File: src/rtl/sc_lives_control_pkg.sv
// Shared definitions for the lives/game-state controller and the collision comparator
// that decodes its LOSE/WIN status codes.
package sc_lives_control_pkg;

    localparam int LIVES_W = 3;
    localparam int WIN_W   = 4;
    localparam int LOSE_W  = 3;

    typedef enum logic [2:0] {
        ST_IDLE    = 3'd0,
        ST_PLAY    = 3'd1,
        ST_HIT     = 3'd2,
        ST_OVER    = 3'd3,
        ST_VICTORY = 3'd4
    } state_t;

    localparam logic [LOSE_W-1:0] LOSE_PLAY = 3'b000;
    localparam logic [LOSE_W-1:0] LOSE_HIT  = 3'b001;
    localparam logic [LOSE_W-1:0] LOSE_OVER = 3'b010;

endpackage

File: src/rtl/sc_holdoff_counter.sv
// Tick-gated saturating hold-off counter; done fires on the tick that reaches HOLDOFF_TICKS.
module sc_holdoff_counter
    import sc_lives_control_pkg::*;
#(
    parameter int HOLDOFF_TICKS = 50
) (
    input  logic clk,
    input  logic reset,
    input  logic enable,
    input  logic tick,
    input  logic clear,
    output logic done
);

    localparam int CNT_W = $clog2(HOLDOFF_TICKS + 1);
    localparam logic [CNT_W-1:0] CNT_MAX  = CNT_W'(HOLDOFF_TICKS);
    localparam logic [CNT_W-1:0] CNT_LAST = CNT_W'(HOLDOFF_TICKS - 1);

    logic [CNT_W-1:0] count_q;
    logic [CNT_W-1:0] count_d;
    logic             step;

    assign step = enable && tick;
    assign done = step && (count_q == CNT_LAST);

    always_comb begin
        count_d = count_q;
        if (clear) begin
            count_d = '0;
        end else if (step && (count_q != CNT_MAX)) begin
            count_d = count_q + 1'b1;
        end
    end

    always_ff @(posedge clk) begin
        if (reset) begin
            count_q <= '0;
        end else begin
            count_q <= count_d;
        end
    end

endmodule

File: src/rtl/sc_lives_control.sv
// Game-state and lives controller: tracks lives, frogs home and the post-hit hold-off,
// and produces the LOSE/WIN status plus a one-cycle respawn pulse. All outputs registered.
module sc_lives_control
    import sc_lives_control_pkg::*;
#(
    parameter int LIVES_INIT    = 3,
    parameter int HOLDOFF_TICKS = 50,
    parameter int WIN_TARGET    = 3
) (
    input  logic               SC_LIVES_CLOCK_50,
    input  logic               SC_LIVES_RESET_InHigh,
    input  logic               SC_LIVES_COLLISION_InHigh,
    input  logic               SC_LIVES_HOME_InHigh,
    input  logic               SC_LIVES_TICK_InHigh,
    input  logic               SC_LIVES_START_InHigh,
    output logic [LOSE_W-1:0]  SC_LIVES_LOSE,
    output logic [WIN_W-1:0]   SC_LIVES_WIN,
    output logic [LIVES_W-1:0] SC_LIVES_LIVES,
    output logic               SC_LIVES_RESPAWN_InHigh
);

    localparam logic [LIVES_W-1:0] LIVES_LOAD = LIVES_W'(LIVES_INIT);
    localparam logic [WIN_W-1:0]   WIN_GOAL   = WIN_W'(WIN_TARGET);

    state_t               state_q,   state_d;
    logic [LIVES_W-1:0]   lives_q,   lives_d;
    logic [WIN_W-1:0]     win_q,     win_d;
    logic [LOSE_W-1:0]    lose_q,    lose_d;
    logic                 respawn_q, respawn_d;

    logic                 hold_clear;
    logic                 hold_done;
    logic [WIN_W-1:0]     win_inc;

    assign win_inc = win_q + 1'b1;

    sc_holdoff_counter #(
        .HOLDOFF_TICKS(HOLDOFF_TICKS)
    ) u_holdoff (
        .clk   (SC_LIVES_CLOCK_50),
        .reset (SC_LIVES_RESET_InHigh),
        .enable(state_q == ST_HIT),
        .tick  (SC_LIVES_TICK_InHigh),
        .clear (hold_clear),
        .done  (hold_done)
    );

    // Collision outranks HOME in PLAY; a tick in the hit-entry cycle is dropped by the clear.
    always_comb begin
        state_d    = state_q;
        lives_d    = lives_q;
        win_d      = win_q;
        lose_d     = lose_q;
        respawn_d  = 1'b0;
        hold_clear = 1'b0;

        case (state_q)
            ST_IDLE: begin
                if (SC_LIVES_START_InHigh) begin
                    state_d   = ST_PLAY;
                    lives_d   = LIVES_LOAD;
                    win_d     = '0;
                    lose_d    = LOSE_PLAY;
                    respawn_d = 1'b1;
                end
            end

            ST_PLAY: begin
                if (SC_LIVES_COLLISION_InHigh) begin
                    if (lives_q > LIVES_W'(1)) begin
                        state_d    = ST_HIT;
                        lives_d    = lives_q - 1'b1;
                        lose_d     = LOSE_HIT;
                        respawn_d  = 1'b1;
                        hold_clear = 1'b1;
                    end else begin
                        state_d = ST_OVER;
                        lives_d = '0;
                        lose_d  = LOSE_OVER;
                    end
                end else if (SC_LIVES_HOME_InHigh) begin
                    if (win_inc >= WIN_GOAL) begin
                        state_d = ST_VICTORY;
                        win_d   = WIN_GOAL;
                    end else begin
                        win_d     = win_inc;
                        respawn_d = 1'b1;
                    end
                end
            end

            ST_HIT: begin
                if (hold_done) begin
                    state_d    = ST_PLAY;
                    lose_d     = LOSE_PLAY;
                    hold_clear = 1'b1;
                end
            end

            ST_OVER, ST_VICTORY: begin
                if (SC_LIVES_START_InHigh) begin
                    state_d   = ST_PLAY;
                    lives_d   = LIVES_LOAD;
                    win_d     = '0;
                    lose_d    = LOSE_PLAY;
                    respawn_d = 1'b1;
                end
            end

            default: begin
                state_d = ST_IDLE;
            end
        endcase
    end

    always_ff @(posedge SC_LIVES_CLOCK_50) begin
        if (SC_LIVES_RESET_InHigh) begin
            state_q   <= ST_IDLE;
            lives_q   <= LIVES_LOAD;
            win_q     <= '0;
            lose_q    <= LOSE_PLAY;
            respawn_q <= 1'b0;
        end else begin
            state_q   <= state_d;
            lives_q   <= lives_d;
            win_q     <= win_d;
            lose_q    <= lose_d;
            respawn_q <= respawn_d;
        end
    end

    assign SC_LIVES_LOSE           = lose_q;
    assign SC_LIVES_WIN            = win_q;
    assign SC_LIVES_LIVES          = lives_q;
    assign SC_LIVES_RESPAWN_InHigh = respawn_q;

endmodule
File: config.mk
export PLATFORM = sky130hd
export DESIGN_NAME = sc_lives_control
export DESIGN_NICKNAME = d
export VERILOG_FILES = /design/src/rtl/sc_lives_control_pkg.sv /design/src/rtl/sc_holdoff_counter.sv /design/src/rtl/sc_lives_control.sv
export SDC_FILE = /design/constraint.sdc
export NUM_CORES = 1
export LEC_CHECK = 0
export CAP_MARGIN = 5
export CORE_MARGIN = 2
export CORE_UTILIZATION = 40
export DETAILED_ROUTE_END_ITERATION = 10
export GPL_TIMING_DRIVEN = 0
export SKIP_LAST_GASP = 1
export SLEW_MARGIN = 25
export SYNTH_ARGS = -nofsm -noshare
export SYNTH_HDL_FRONTEND = slang
export SYNTH_HIERARCHICAL = 1
export SYNTH_SLANG_ARGS = --single-unit
File: constraint.sdc
create_clock -name SC_LIVES_CLOCK_50 -period 4.7 [get_ports SC_LIVES_CLOCK_50]
set_input_delay 0.47 -clock SC_LIVES_CLOCK_50 [delete_from_list [all_inputs] [get_ports SC_LIVES_CLOCK_50]]
set_output_delay 0.47 -clock SC_LIVES_CLOCK_50 [all_outputs]
set_load 0.02 [all_outputs]
==> reports/metrics.cfg <==
[finish]
layout.filler_cells=273
num-nets-final=163
drive_above_1_share=0.168
layoutNonFillerInstCount=180
layout.cells.most_common=sky130_fd_sc_hd__dfxtp_1
most_frequent_cells_in_the_layout=sky130_fd_sc_hd__dfxtp_1, sky130_fd_sc_hd__clkdlybuf4s50_1, sky130_fd_sc_hd__nor2_1, sky130_fd_sc_hd__a21oi_1, sky130_fd_sc_hd__inv_1
p_r_area_growth_vs_syn_pct=16.9
antenna-diode-count=0

[sta]
final_min_period_over_clock_period=0.423
max_slew_headroom_at_the_worst_pin=0.641
setup_repair_after_global_routing_missed_its_margin=no
final_number_of_setup_violating_endpoints=0
setup_tns_ns=0
finalHoldViolCount=0
maximum_clock_rate_ghz=0.503
final.min_clock_period_ns=1.99
final.setup_skew_ns=0.00419
tightest_slew_ns=0.538
layout_setup_ws_ns=2.71
timing.final.max_slew_violations=0
fin_hold_ws_ns=0.510

[power_and_ir_drop]
power_frac_seq=0.502
p_comb_frac=0.254
power.density_cell_area_nw_per_um2=242
p_leak_nw=0.551
pwr-share-clk=0.245
netSwitchingFraction=0.305
p_switching_mw=0.105
irDropWorstVdd_mv=0.177
cellInternalPower_mw=0.238

[detailed_routing]
vias_per_cell=5.73
drtAntennaViolNets=0
drc=0
postRouteWirelength_mm=2.48
drt_first_pass_iters=4
drt_first_iter_violations=22
avgRoutedWirePerCell_microns=13.8
total_number_of_vias=1032

[clock_network]
tritoncts=done
ctsHtreeMaxLevel=1
clk_pin_slew_ns=0.11
cts-hold-fix-buffers=0
post-cts-setup-buffers=0
insertion_delay_ns=0.30
cts_repair_resize_count=0
clock-sinks=19
cts-root-buf=sky130_fd_sc_hd__clkbuf_4
cts_buffer_depth=2
cts_inserted_buffers=3

[synth]
synthesized_instance_count=131
synth_edf_count=0
synth_top_area_cell=sky130_fd_sc_hd__dfxtp_1
yosys.area_share.xor_xnor=0
yosys.area.top_type_share=0.314
synth_top_cells_by_area=sky130_fd_sc_hd__dfxtp_1, sky130_fd_sc_hd__ha_1, sky130_fd_sc_hd__a21oi_1
synth.cell_area_sq_um=1210
synth_simple_gate_area_share=0.245
yosysWarningCount=6
synth_compound_gate_area_share=0.266
synth.yosys.seq_area_share=0.314
synth_flop_cell=sky130_fd_sc_hd__dfxtp_1
async_reset_ff_frac=0
adder_cell_share_of_the_synthesized_area=0.0722
synth_area_per_cell_sq_um=9.26
synth_top_family_by_area=compound AO/OA/AOI/OAI gates
yosys.cell_types.count=55
ys_ff_latch=19
synth.net_count=144
synth_mux_area_frac=0.0454

[floorplanning]
io_pins=17
die_area_sq_um=3490
placementRows=19
chipWidth_microns=59.1
die_height_microns=59.1
design.core.area_sq_um=2830
start_util=0.429

[grt]
vias_in_the_first_global_route=975
grt_overflow=0
grt_max_degree=11
grt_antenna_before_repair=0
global_route_wire_length_before_repair_mm=4.24
track_usage=0.157

[setup_path]
reg2reg_depth=6
arrival_time_of_the_worst_setup_path_ns=2.19
cp_required_ns=4.90
critical_path_peak_fanout=8
criticalPathCategory=flip-flop to flip-flop
cp-end-kind=flip-flop
critical_path.startpoint_type=flip-flop

[min_path]
hold_depth=2
worstHoldPathType=flip-flop to flip-flop

[place]
io_buffer_count=14
numPlacedInstances=176
preCtsSetupSlack_ns=2.49
place.detailed.hpwl_mm=1.93
gp_congestion=0.773

[outcome]
outcome=finished, final reports clean

[run]
maxCapViolCount=0

[through the flow]
stage,utilization,instance area [sq um],power (mW)
after detailed placement,0.492,1390,0.262
final,0.501,1420,0.343
after CTS,0.501,1420,0.346
after floorplan,-,1210,0.238
after global placement,0.492,1390,0.260
after global routing,0.501,1420,0.359
[final cells by class]
cell class / instances / area, sq um / share of cell area
Multi-Input combinational cell: 98 / 766 / 0.540
Sequential cell: 19 / 380 / 0.268
Timing Repair Buffer: 14 / 140 / 0.0989
Tap cell: 31 / 38.8 / 0.0274
Inverter: 9 / 33.8 / 0.0238
Buffer: 5 / 32.5 / 0.0229
Clock buffer: 4 / 26.3 / 0.0185
[path summary, 6_finish.rpt]
kind                          endpoint              from  slack, ns
setup / recovery  u_holdoff/count_q[5]        state_q[2]       2.71
hold / removal        SC_LIVES_LOSE[0]  SC_LIVES_LOSE[0]       0.51
setup reg to reg  u_holdoff/count_q[5]        state_q[2]       2.71
hold reg to reg       SC_LIVES_LOSE[0]  SC_LIVES_LOSE[0]       0.51
[Yosys cell counts (2+ instances only)]
cell type,instances
sky130_fd_sc_hd__nand2_1,7
sky130_fd_sc_hd__mux2i_1,4
sky130_fd_sc_hd__o21ai_0,3
sky130_fd_sc_hd__nor2_1,9
sky130_fd_sc_hd__a211oi_2,2
sky130_fd_sc_hd__and3_1,2
sky130_fd_sc_hd__nor3_2,2
sky130_fd_sc_hd__inv_1,8
sky130_fd_sc_hd__nor2b_1,2
sky130_fd_sc_hd__buf_2,2
sky130_fd_sc_hd__ha_1,7
sky130_fd_sc_hd__nand3_1,4
sky130_fd_sc_hd__a32oi_1,2
sky130_fd_sc_hd__or3_1,4
sky130_fd_sc_hd__dfxtp_1,19
sky130_fd_sc_hd__a21oi_1,9
sky130_fd_sc_hd__nor3_1,3
sky130_fd_sc_hd__o21ba_2,2
sky130_fd_sc_hd__a21o_1,3
sky130_fd_sc_hd__a221oi_2,2
[logic make-up after synthesis]
logic type                 count (synthesis)
AOI/OAI and AO/OA                         38
adders and majority gates                  7
buffers and inverters                     14
DFF                                       19
muxes                                      5
other                                      1
and+or+nand+nor                           47
[metal layers]
layer	routed length (microns)	track usage	share of wire
met1	1180	0.191	0.48
met2	1190	0.273	0.48
met3	85	0.0415	0.034
met4	17	0.0455	0.0069
met5	0	0	0
[power by group through the flow]
stage / Clock, mW / Combinational, mW / Sequential, mW
after floorplan: 0 / 0.0599 / 0.179
after global placement: 0 / 0.0849 / 0.175
after detailed placement: 0 / 0.0868 / 0.176
after CTS: 0.0872 / 0.0871 / 0.172
after global routing: 0.0915 / 0.0952 / 0.173
final: 0.0840 / 0.0869 / 0.172
[sequential cells by signal, indices dropped and copies added, names as in the netlist]
name / flops
SC_LIVES_LIVES: 3
u_holdoff/count_q: 6
SC_LIVES_WIN: 4
SC_LIVES_LOSE: 2
SC_LIVES_RESPAWN_InHigh: 1
state_q: 3
[critical path, stage by stage, from the launching register on]
cell                       delay (ns)
sky130_fd_sc_hd__dfxtp_1         0.55
sky130_fd_sc_hd__nand2b_1        0.18
sky130_fd_sc_hd__nor2_1          0.11
sky130_fd_sc_hd__and4_1          0.27
sky130_fd_sc_hd__a21o_1          0.19
sky130_fd_sc_hd__or3_1           0.35
sky130_fd_sc_hd__o41ai_1         0.24
Power figures use the tool's default switching activity.
